<file path="config.mk">
export PLATFORM = sky130hd
export DESIGN_NAME = ring_arbiter
export DESIGN_NICKNAME = d
export VERILOG_FILES = /design/src/rtl/ring_arbiter.sv
export SDC_FILE = /design/constraint.sdc
export NUM_CORES = 1
export LEC_CHECK = 0
export ABC_AREA = 1
export CELL_PAD_IN_SITES_DETAIL_PLACEMENT = 1
export CELL_PAD_IN_SITES_GLOBAL_PLACEMENT = 1
export CORE_UTILIZATION = 35
export CTS_CLUSTER_DIAMETER = 60
export DETAILED_ROUTE_END_ITERATION = 12
export GPL_ROUTABILITY_DRIVEN = 0
export PLACE_DENSITY = 0.87
export REMOVE_ABC_BUFFERS = 1
export SKIP_CTS_REPAIR_TIMING = 1
export SLEW_MARGIN = 20
export SYNTH_ARGS = -nofsm -noshare
export SYNTH_HDL_FRONTEND = slang
export SYNTH_SLANG_ARGS = --single-unit
</file>
<file path="constraint.sdc">
create_clock -name clk -period 3.1 [get_ports clk]
set_clock_uncertainty 0.1 [all_clocks]
set_input_delay 0.62 -clock clk [delete_from_list [all_inputs] [get_ports clk]]
set_output_delay 0.62 -clock clk [all_outputs]
set_load 0.03 [all_outputs]
</file>
<file path="src/rtl/ring_arbiter.sv">
// ring_arbiter: round-robin arbiter with a one-hot ring pointer; grants are held until release.
// Define RING_ARB_TIMEOUT_EN to forcibly revoke a grant after HOLD_MAX cycles.
module ring_arbiter #(
    parameter int N        = 4,
    parameter int HOLD_MAX = 15,
    parameter int CW       = 4
) (
    input  logic                                clk,
    input  logic                                rst_n,
    input  logic [N-1:0]                        req,
    input  logic                                done,
    output logic [N-1:0]                        grant,
    output logic [((N > 1) ? $clog2(N) : 1)-1:0] owner,
    output logic                                busy,
    output logic [N-1:0]                        ptr,
    output logic                                timeout
);
    localparam int OW = (N > 1) ? $clog2(N) : 1;

    typedef enum logic {IDLE, GRANT} state_t;

    state_t        state;
    logic [N-1:0]  below;
    logic [N-1:0]  pick;
    logic [N-1:0]  ptr_nxt;
    logic [OW-1:0] sel;
    logic          rel;
    logic          expire;

`ifdef RING_ARB_TIMEOUT_EN
    logic [CW-1:0] cnt;
    assign expire = cnt == CW'(HOLD_MAX - 1);
`else
    logic [CW-1:0] unused_hold;
    assign unused_hold = CW'(HOLD_MAX);
    assign expire      = 1'b0;
`endif

    // Requests at or above the pointer win; otherwise wrap around to the lowest request.
    assign below = ptr - N'(1);
    assign pick  = |(req & ~below) ? (req & ~below) : req;
    assign rel   = done || !req[owner];

    always_comb begin
        sel = '0;
        for (int i = N - 1; i >= 0; i--)
            if (pick[i]) sel = OW'(i);
    end

    // Priority moves to the slot just past the releasing owner.
    always_comb begin
        ptr_nxt = '0;
        for (int i = 0; i < N; i++)
            ptr_nxt[i] = grant[(i + N - 1) % N];
    end

    always_ff @(posedge clk or negedge rst_n) begin
        if (!rst_n) begin
            state   <= IDLE;
            grant   <= '0;
            owner   <= '0;
            busy    <= 1'b0;
            timeout <= 1'b0;
            ptr     <= N'(1);
`ifdef RING_ARB_TIMEOUT_EN
            cnt     <= '0;
`endif
        end else begin
            timeout <= 1'b0;
            if (state == IDLE) begin
                if (|req) begin
                    state <= GRANT;
                    grant <= N'(1) << sel;
                    owner <= sel;
                    busy  <= 1'b1;
`ifdef RING_ARB_TIMEOUT_EN
                    cnt   <= '0;
`endif
                end
            end else if (rel || expire) begin
                state   <= IDLE;
                grant   <= '0;
                owner   <= '0;
                busy    <= 1'b0;
                ptr     <= ptr_nxt;
                timeout <= !rel;
            end else begin
`ifdef RING_ARB_TIMEOUT_EN
                cnt <= cnt + CW'(1);
`endif
            end
        end
    end
endmodule

</file>
==> After elaboration in Yosys (flattened, before gate mapping) <==
Index checks and enable logic that the tools add are counted.
{ "word_totals": {"ff_bits": 13, "in_bits": 7, "out_inout_bits": 12} }
{ "op_classes": {"n_addsub": 1, "n_lt_le_gt_ge": 1, "eq_ne": 1, "shifts": 1, "muxes": 21, "n_bitwise": 2, "reduce_logical": 8} }
{ "ops": {"columns": ["cell", "n"], "rows": [
  ["$mux 4", 4],
  ["$mux 2", 7],
  ["$mux 1", 9],
  ["$reduce_or 4->1", 2],
  ["$and 4x4->4", 1],
  ["$not 4->4", 1],
  ["$reduce_and 2->1", 2],
  ["$shl 1x2->4 const A", 1],
  ["$sub 4x1->4 const B", 1],
  ["$lt 2x3->1 const B", 1],
  ["$bmux 1 s2", 1],
  ["$logic_not 1->1", 2],
  ["$ne 2x1->1 const B", 1],
  ["$reduce_bool 2->1", 1],
  ["$logic_or 1x1->1", 1]
]} }

==> Longest topological paths before layout <==
Gate-level depths: netlist (run 1).
{ "logic_depth": {"depth_word": 12, "depth_mapped": 14, "ltp_nobuf": 14} }

==> Worst setup path before layout (run 1) <==
OpenSTA, ideal clock, no wires.
{ "synth_timing": {"path_kind": "reg2reg", "start": "register ptr[0]", "end": "register grant[0]", "setup_time_ps": 117, "arrival_time_ps": 1716, "path_slack_ps": 1167, "path_stages_with_launch": 15, "path_buffers": 0, "period_less_slack_ps": 1933, "cell_sequence": "dfstp_2 inv_1 ha_1 nand2_1 nand2_1 inv_1 nand2_2 inv_2 nand3_1 nand2_1 inv_1 nand2_2 nand2_2 nand3_1 nand2_1"} }
{ "synth_between": {"elab_chain_cells": 12} }
{ "synth_lines": {"columns": ["element", "line_no", "source"], "rows": [
  ["from (decl)", "15", "output logic [N-1:0] ptr,"],
  ["from (signal assigned)", "85", "ptr <= ptr_nxt;"],
  ["$sub 4x1->4 (*)", "40", "assign below = ptr - N'(1);"],
  ["$not 4->4 (*)", "41", "assign pick = |(req & ~below) ? (req & ~below) : req;"],
  ["$and 4x4->4 (*)", "41", null],
  ["$reduce_or 4->1", "41", null],
  ["$mux 4 (*)", "41", null],
  ["$mux 2 (3 in series)", "47", "if (pick[i]) sel = OW'(i);"],
  ["$mux 2 (*)", "47", null],
  ["$shl 1x2->4 (*)", "73", "grant <= N'(1) << sel;"],
  ["$mux 4 (*)", "71", "if (|req) begin"],
  ["$mux 4 (*)", "70", "if (state == IDLE) begin"],
  ["to (signal assigned)", "73", null],
  ["to (decl)", "12", "output logic [N-1:0] grant,"]
]} }
Every way passes the cells marked *; elsewhere a longest branch is shown, timed or not. The select of a mux whose other input is x is not followed.
A chain may end at the register's enable or synchronous reset.

==> Worst setup path after layout (run 1) <==
{ "layout_timing": {"start": "register ptr[0]", "end": "output port ptr[0]"} }
No word-level cell between the ends.

==> impl_metrics.xml, run 1 <==
<?xml version="1.0" encoding="UTF-8"?>
<metrics>
  <group name="grt">
    <metric name="grt_antenna_before_repair" unit="">0</metric>
    <metric name="grt_first_pass_wirelength" unit="um">3000</metric>
    <metric name="largest_net_degree_at_the_start_of_global_routing" unit="">13</metric>
    <metric name="grt_overflow" unit="">0</metric>
    <metric name="groute.usage.overall" unit="">0.203</metric>
    <metric name="grt_pass1_vias" unit="">670</metric>
  </group>
  <group name="worst_setup_path">
    <metric name="cpPeakStageDelay" unit="ps">660</metric>
    <metric name="setup.worst_path.start_class" unit="">flip-flop</metric>
    <metric name="arrival" unit="ps">1490</metric>
    <metric name="critical_path_peak_fanout" unit="">3</metric>
    <metric name="crit_path_cell_trace" unit="">clkdlybuf4s50_1</metric>
    <metric name="critPathSlowestCell" unit="">clkdlybuf4s50_1</metric>
    <metric name="critical_path.endpoint_type" unit="">primary output</metric>
    <metric name="worst-setup-path-type" unit="">flip-flop to primary output</metric>
    <metric name="worst-path-buf-inv" unit="">1</metric>
    <metric name="required" unit="ps">2380</metric>
    <metric name="r2r_slack" unit="ps">1080</metric>
    <metric name="cp_top_family" unit="">buffers and inverters</metric>
  </group>
  <group name="synthesis">
    <metric name="synth.avg_cell_area" unit="sq um">7.36</metric>
    <metric name="synth_top_area_cell" unit="">dfrtp_1</metric>
    <metric name="yosys.cell_types.count" unit="">19</metric>
    <metric name="warnings_from_yosys" unit="">0</metric>
    <metric name="synth-seq-area-share" unit="">0.431</metric>
    <metric name="post-synth-top-area-fraction" unit="">0.394</metric>
    <metric name="synthesis.area" unit="sq um">699</metric>
    <metric name="post_synth_inst_count" unit="">95</metric>
    <metric name="cells_taking_the_most_area_after_synthesis" unit="">dfrtp_1 (39%), nand2_1 (11%), inv_1 (8.1%)</metric>
    <metric name="yosys_register_bits" unit="">12</metric>
  </group>
  <group name="finish">
    <metric name="post_route_cells_drive_above_1_share" unit="">0.174</metric>
    <metric name="layout.filler_cells" unit="">243</metric>
    <metric name="nNetsFinal" unit="">124</metric>
    <metric name="ff_latch_area" unit="sq um">302</metric>
    <metric name="n_antenna_cell" unit="">0</metric>
    <metric name="final-instance-count-excl-fill" unit="">140</metric>
    <metric name="multiInputGateArea" unit="sq um">318</metric>
    <metric name="synthToLayoutAreaGrowth" unit="%">31.5</metric>
  </group>
  <group name="placed_design">
    <metric name="dp_cells" unit="">136</metric>
    <metric name="io_buffers" unit="">17</metric>
    <metric name="place_hpwl" unit="um">1490</metric>
  </group>
  <group name="clocking">
    <metric name="clock_sinks" unit="">12</metric>
    <metric name="cts-buffers-inserted" unit="">3</metric>
    <metric name="cts.root.buffer_cell" unit="">clkbuf_4</metric>
    <metric name="cts_tree" unit="">built</metric>
    <metric name="cts.clk_slew.worst_paths" unit="ps">80</metric>
    <metric name="clkLatencyLatePin" unit="ps">280</metric>
    <metric name="cts.path.max_buffers" unit="">2</metric>
    <metric name="htree_num_levels" unit="">1</metric>
  </group>
  <group name="floorplan">
    <metric name="top_level_ports" unit="">19</metric>
    <metric name="floorplan.die_area" unit="sq mm">0.00218</metric>
    <metric name="die_height" unit="um">46.7</metric>
    <metric name="initial_core_util" unit="">0.388</metric>
    <metric name="core_area" unit="sq mm">0.00180</metric>
    <metric name="fp.dieW" unit="um">46.7</metric>
    <metric name="placement_rows" unit="">15</metric>
  </group>
  <group name="pwr">
    <metric name="leakagePower" unit="nW">0.468</metric>
    <metric name="p_total" unit="W">0.00113</metric>
    <metric name="vdd_ir_drop_max" unit="mV">0.528</metric>
    <metric name="power_density" unit="mW/mm^2">1220</metric>
  </group>
  <group name="drt">
    <metric name="detailedRoute.firstIterationViolations" unit="">3</metric>
    <metric name="via_count" unit="">649</metric>
    <metric name="drc" unit="">0</metric>
    <metric name="detail_route.vias_per_cell" unit="">4.64</metric>
    <metric name="post_drt_wl_per_cell" unit="um">13.7</metric>
    <metric name="detail_route.first_pass.iterations" unit="">4</metric>
    <metric name="route.antenna.remaining_nets" unit="">0</metric>
    <metric name="wirelength" unit="um">1920</metric>
  </group>
  <group name="timing">
    <metric name="grt_setup_unrepaired" unit="">false</metric>
    <metric name="setup_viol_count_final" unit="">0</metric>
    <metric name="worst_pin_slew" unit="ps">530</metric>
    <metric name="timing.max_slew.rel_slack" unit="">0.646</metric>
    <metric name="timing.final.crit_share" unit="">0.713</metric>
    <metric name="period_needed" unit="ps">2210</metric>
    <metric name="hold_viol_final" unit="">0</metric>
    <metric name="totalNegativeSetupSlack" unit="ps">0</metric>
    <metric name="fmax" unit="MHz">453</metric>
    <metric name="final-max-slew-violation-count" unit="">0</metric>
  </group>
  <group name="job">
    <metric name="maxCapViolations" unit="">0</metric>
  </group>
  <group name="hold_path">
    <metric name="worstHoldPathType" unit="">flip-flop to flip-flop</metric>
  </group>
  <group name="run_status">
    <metric name="outcome" unit="">complete, no violations</metric>
  </group>
</metrics>
[cells in the mapped netlist]
cell / instances
buf_4: 1
inv_2: 3
ha_1: 1
o21ai_1: 6
conb_1: 1
clkinv_2: 1
dfrtp_1: 11
nand4_1: 1
nor2_2: 2
nor2_1: 7
a21oi_1: 6
nand2_2: 6
nand3_2: 3
nand3_1: 8
o21ai_0: 1
nand2_1: 20
o21ai_2: 1
inv_1: 15
dfstp_2: 1
[cell families (layout without fill, tap and decap cells)]
family                     after synthesis  in the layout  synth area share
adders and majority gates                1              1            0.0179
other                                    1              1           0.00536
buffers and inverters                   20             40             0.114
DFF                                     12             12             0.431
AOI/OAI and AO/OA                       14             14             0.106
and+or+nand+nor                         47             47             0.326
[layout make-up]
| type | count | area share |
|---|---|---|
| Sequential cell | 12 | 0.328 |
| Clock buffer | 4 | 0.0286 |
| Tap cell | 25 | 0.0340 |
| Inverter | 19 | 0.0789 |
| Multi-Input combinational cell | 63 | 0.346 |
| Timing Repair Buffer | 17 | 0.185 |
[registers in the layout, summed over array words and instances (netlist names)]
name and count:
ptr 4, owner 2, state 1, busy 1
grant 4
[power breakdown]
| part | switching [W] | internal (W) | leakage [nW] | total [W] |
|---|---|---|---|---|
| Clock | 0.0000546 | 0.0000500 | 0.0150 | 0.000105 |
| Sequential | 0.0000697 | 0.000236 | 0.148 | 0.000306 |
| Combinational | 0.000462 | 0.000254 | 0.305 | 0.000716 |
[per-layer routing]
metal / track usage / up-vias / part of all wire
li1: - / 331 / -
met1: 0.254 / 301 / 0.42
met2: 0.350 / 12 / 0.52
met3: 0.0275 / 5 / 0.031
met4: 0.0857 / 0 / 0.020
met5: 0 / - / 0
[stage by stage]
step	util	worst slack [ps]	hold WS, ps	instance area (sq um)
6_report	0.510	890	378	920
5_1_grt	0.510	874	404	920
4_1_cts	0.510	897	384	920
3_5_place_dp	0.496	836	362	893
3_3_place_gp	0.496	881	357	893
2_1_floorplan	-	1170	224	692
[final timing paths]
kind / endpoint / startpoint / cells past startpoint
setup / recovery: ptr[0] / ptr[0]$_DFFE_PN1P_ / 1
min in group asynchronous: owner[1]$_DFFE_PN0P_ / rst_n / 1
hold / removal: busy$_DFFE_PN0P_ / busy$_DFFE_PN0P_ / 2
hold reg to reg: busy$_DFFE_PN0P_ / busy$_DFFE_PN0P_ / 2
max in group asynchronous: ptr[0]$_DFFE_PN1P_ / rst_n / 1
setup reg to reg: grant[0]$_DFFE_PN0P_ / ptr[0]$_DFFE_PN1P_ / 14
[cell usage in the layout (no fill, tap or decap)]
cell type / instances
clkdlybuf4s50_1: 17
nand2_1: 20
nand3_1: 8
conb_1: 1
dfrtp_1: 11
nor2_2: 2
dfstp_2: 1
clkbuf_4: 3
clkbuf_1: 1
inv_1: 15
nand4_1: 1
o21ai_0: 1
clkinv_2: 1
o21ai_1: 6
ha_1: 1
nand2_2: 6
inv_2: 3
a21oi_1: 6
nand3_2: 3
nor2_1: 7
o21ai_2: 1
No activity file was read; power rests on OpenSTA's default activity.
==> run 2: changes to the inputs <==
- CORE_UTILIZATION: 35 -> 32
- PLACE_DENSITY: 0.87 -> 0.81
- clock period: 3.1 -> 2.25 ns (I/O delays scaled with it)
==> run 2 against run 1 <==
Compared with the run above:
- combinational power up 36%
- die area increased by 9.0%
- critical path depth unchanged
- clock power grew 66%
- worst setup slack worse by 700 ps
- power is 39% higher
- via count up 3.9%
- count of clock-buffer cells in the layout is the same
- sequential power up 37%
- sequential share of layout area decreased by 0.44 points
- routed wire length down 3.8%
- global-route usage fell by 2.9 points
- critical path type unchanged
- critical endpoint unchanged
==> impl_metrics.xml, run 2 (synthesis results as in run 1) <==
<?xml version="1.0" encoding="UTF-8"?>
<metrics>
  <group name="run_status">
    <metric name="outcome" unit="">complete, no violations</metric>
  </group>
  <group name="grt">
    <metric name="largest_net_degree_at_the_start_of_global_routing" unit="">13</metric>
    <metric name="groute.usage.overall" unit="">0.174</metric>
    <metric name="grt_first_pass_wirelength" unit="um">3190</metric>
    <metric name="grt_antenna_before_repair" unit="">0</metric>
    <metric name="grt_pass1_vias" unit="">725</metric>
    <metric name="grt_overflow" unit="">0</metric>
  </group>
  <group name="timing">
    <metric name="fmax" unit="MHz">486</metric>
    <metric name="hold_viol_final" unit="">0</metric>
    <metric name="timing.final.crit_share" unit="">0.914</metric>
    <metric name="timing.max_slew.rel_slack" unit="">0.617</metric>
    <metric name="totalNegativeSetupSlack" unit="ps">0</metric>
    <metric name="period_needed" unit="ps">2060</metric>
    <metric name="setup_viol_count_final" unit="">0</metric>
    <metric name="worst_pin_slew" unit="ps">572</metric>
    <metric name="final-max-slew-violation-count" unit="">0</metric>
    <metric name="grt_setup_unrepaired" unit="">false</metric>
  </group>
  <group name="placed_design">
    <metric name="dp_cells" unit="">138</metric>
    <metric name="dpl_cell_area" unit="sq um">896</metric>
    <metric name="place_hpwl" unit="um">1520</metric>
    <metric name="io_buffers" unit="">17</metric>
  </group>
  <group name="clocking">
    <metric name="cts.root.buffer_cell" unit="">clkbuf_4</metric>
    <metric name="clock_sinks" unit="">12</metric>
    <metric name="cts.path.max_buffers" unit="">2</metric>
    <metric name="cts-buffers-inserted" unit="">3</metric>
    <metric name="cts.clk_slew.worst_paths" unit="ps">80</metric>
    <metric name="clkLatencyLatePin" unit="ps">280</metric>
    <metric name="htree_num_levels" unit="">1</metric>
    <metric name="cts_tree" unit="">built</metric>
  </group>
  <group name="floorplan">
    <metric name="fp.dieW" unit="um">48.8</metric>
    <metric name="core_area" unit="sq mm">0.00200</metric>
    <metric name="top_level_ports" unit="">19</metric>
    <metric name="placement_rows" unit="">16</metric>
    <metric name="floorplan.die_area" unit="sq mm">0.00238</metric>
    <metric name="initial_core_util" unit="">0.349</metric>
    <metric name="die_height" unit="um">48.8</metric>
  </group>
  <group name="pwr">
    <metric name="vdd_ir_drop_max" unit="mV">0.607</metric>
    <metric name="power_frac_seq" unit="">0.267</metric>
    <metric name="power.switching" unit="W">0.000793</metric>
    <metric name="comb_power_share" unit="">0.622</metric>
    <metric name="power_density" unit="mW/mm^2">1680</metric>
    <metric name="leakagePower" unit="nW">0.474</metric>
    <metric name="clkPwrFrac" unit="">0.111</metric>
    <metric name="internal_power" unit="W">0.000773</metric>
    <metric name="sw_frac_of_total" unit="">0.506</metric>
  </group>
  <group name="drt">
    <metric name="detail_route.vias_per_cell" unit="">4.75</metric>
    <metric name="detailedRoute.firstIterationViolations" unit="">7</metric>
    <metric name="dr.max_layer_used" unit="">met4</metric>
    <metric name="route.met3.wl" unit="um">52</metric>
    <metric name="detail_route.first_pass.iterations" unit="">3</metric>
    <metric name="drc" unit="">0</metric>
    <metric name="post_drt_wl_per_cell" unit="um">13.0</metric>
    <metric name="route.antenna.remaining_nets" unit="">0</metric>
    <metric name="wirelength" unit="um">1840</metric>
    <metric name="m1WireLength" unit="um">805</metric>
    <metric name="met2_wirelength" unit="um">933</metric>
    <metric name="via_count" unit="">674</metric>
  </group>
  <group name="worst_setup_path">
    <metric name="cpPeakStageDelay" unit="ps">680</metric>
    <metric name="required" unit="ps">1700</metric>
    <metric name="cp_top_family" unit="">buffers and inverters</metric>
    <metric name="r2r-end" unit="">grant[0]$_DFFE_PN0P_</metric>
    <metric name="arrival" unit="ps">1510</metric>
    <metric name="critical_path_depth" unit="">1</metric>
    <metric name="setup.worst_path.start_class" unit="">flip-flop</metric>
    <metric name="worst-setup-path-type" unit="">flip-flop to primary output</metric>
    <metric name="worst_r2r_path_depth" unit="">14</metric>
    <metric name="critPathSlowestCell" unit="">clkdlybuf4s50_1</metric>
    <metric name="r2r_start" unit="">ptr[0]$_DFFE_PN1P_</metric>
    <metric name="crit_path_cell_trace" unit="">clkdlybuf4s50_1</metric>
    <metric name="critical_path.endpoint_type" unit="">primary output</metric>
    <metric name="r2r_slack" unit="ps">210</metric>
    <metric name="worst-path-buf-inv" unit="">1</metric>
    <metric name="critical_path_peak_fanout" unit="">3</metric>
  </group>
  <group name="finish">
    <metric name="final-instance-count-excl-fill" unit="">142</metric>
    <metric name="post_route_cells_drive_above_1_share" unit="">0.183</metric>
    <metric name="postLayoutCoreUtil" unit="">0.466</metric>
    <metric name="synthToLayoutAreaGrowth" unit="%">33.3</metric>
    <metric name="n_antenna_cell" unit="">0</metric>
    <metric name="final_design_area_no_fill" unit="sq um">932</metric>
    <metric name="nNetsFinal" unit="">124</metric>
    <metric name="most_common_library_cell_in_the_layout_ignoring_fill_and_taps" unit="">nand2_1</metric>
    <metric name="largest_registers" unit="">grant (4), ptr (4), owner (2)</metric>
    <metric name="top_library_cells_by_usage_in_the_layout_fill_and_taps_aside" unit="">nand2_1 (20), clkdlybuf4s50_1 (17), inv_1 (15)</metric>
  </group>
  <group name="hold_path">
    <metric name="hold_ep" unit="">busy$_DFFE_PN0P_</metric>
    <metric name="holdPathStages" unit="">2</metric>
    <metric name="worstHoldPathType" unit="">flip-flop to flip-flop</metric>
    <metric name="hp-start" unit="">busy$_DFFE_PN0P_</metric>
  </group>
  <group name="job">
    <metric name="maxCapViolations" unit="">0</metric>
  </group>
</metrics>
==> run 2: cell counts in the layout (fill, tap and decap cells not counted) <==
Identical to the previous run, type by type.
==> run 2: area by class of cell <==
cell class                 count  area [sq um]
inverter                      19          72.6
tap                           27          33.8
clock buffer                   4          36.3
multi-input combinational     63           318
sequential                    12           302
fill                         260          1070
timing repair buffer          17           170
==> run 2: worst max-delay path by stage <==
stage | slack [ps] | end | start
final | 190 | ptr[0] | ptr[0]$_DFFE_PN1P_
after global routing | 100 | grant[0]$_DFFE_PN0P_ | ptr[0]$_DFFE_PN1P_
after CTS | 180 | ptr[0] | ptr[0]$_DFFE_PN1P_
after detailed placement | 120 | grant[3]$_DFFE_PN0P_ | req[2]
after global placement | 200 | owner[0]$_DFFE_PN0P_ | req[2]
after floorplan | 320 | grant[0]$_DFFE_PN0P_ | ptr[0]$_DFFE_PN1P_
==> run 2: power by group through the flow <==
stage	logic [W]	clock network, W	registers, W
2_1_floorplan	0.000485	0	0.000581
3_3_place_gp	0.000938	0	0.000417
3_5_place_dp	0.000976	0	0.000425
4_1_cts	0.000985	0.000177	0.000421
5_1_grt	0.00108	0.000187	0.000433
6_report	0.000973	0.000174	0.000419
==> run 2: metrics by stage <==
step | hold slack, ps | setup WS [ps] | total power, W
after CTS | 384 | 183 | 0.00158
after detailed placement | 367 | 123 | 0.00140
after floorplan | 54.4 | 317 | 0.00107
after global placement | 356 | 205 | 0.00136
final | 375 | 194 | 0.00157
after global routing | 427 | 95.1 | 0.00170
==> run 2: metal layers <==
layer  global-route usage  vias to the layer above
li1                     -                      331
met5                    0                        -
met4               0.0882                        0
met3               0.0220                        7
met1                0.216                      319
met2                0.294                       17
==> run 3: changes to the inputs <==
- ABC_CLOCK_PERIOD_IN_PS: unset -> 2250
- SLEW_MARGIN: 20 -> unset
==> results of run 3 <==
The final DEF is identical to that of run 2; final timing and power are the same.
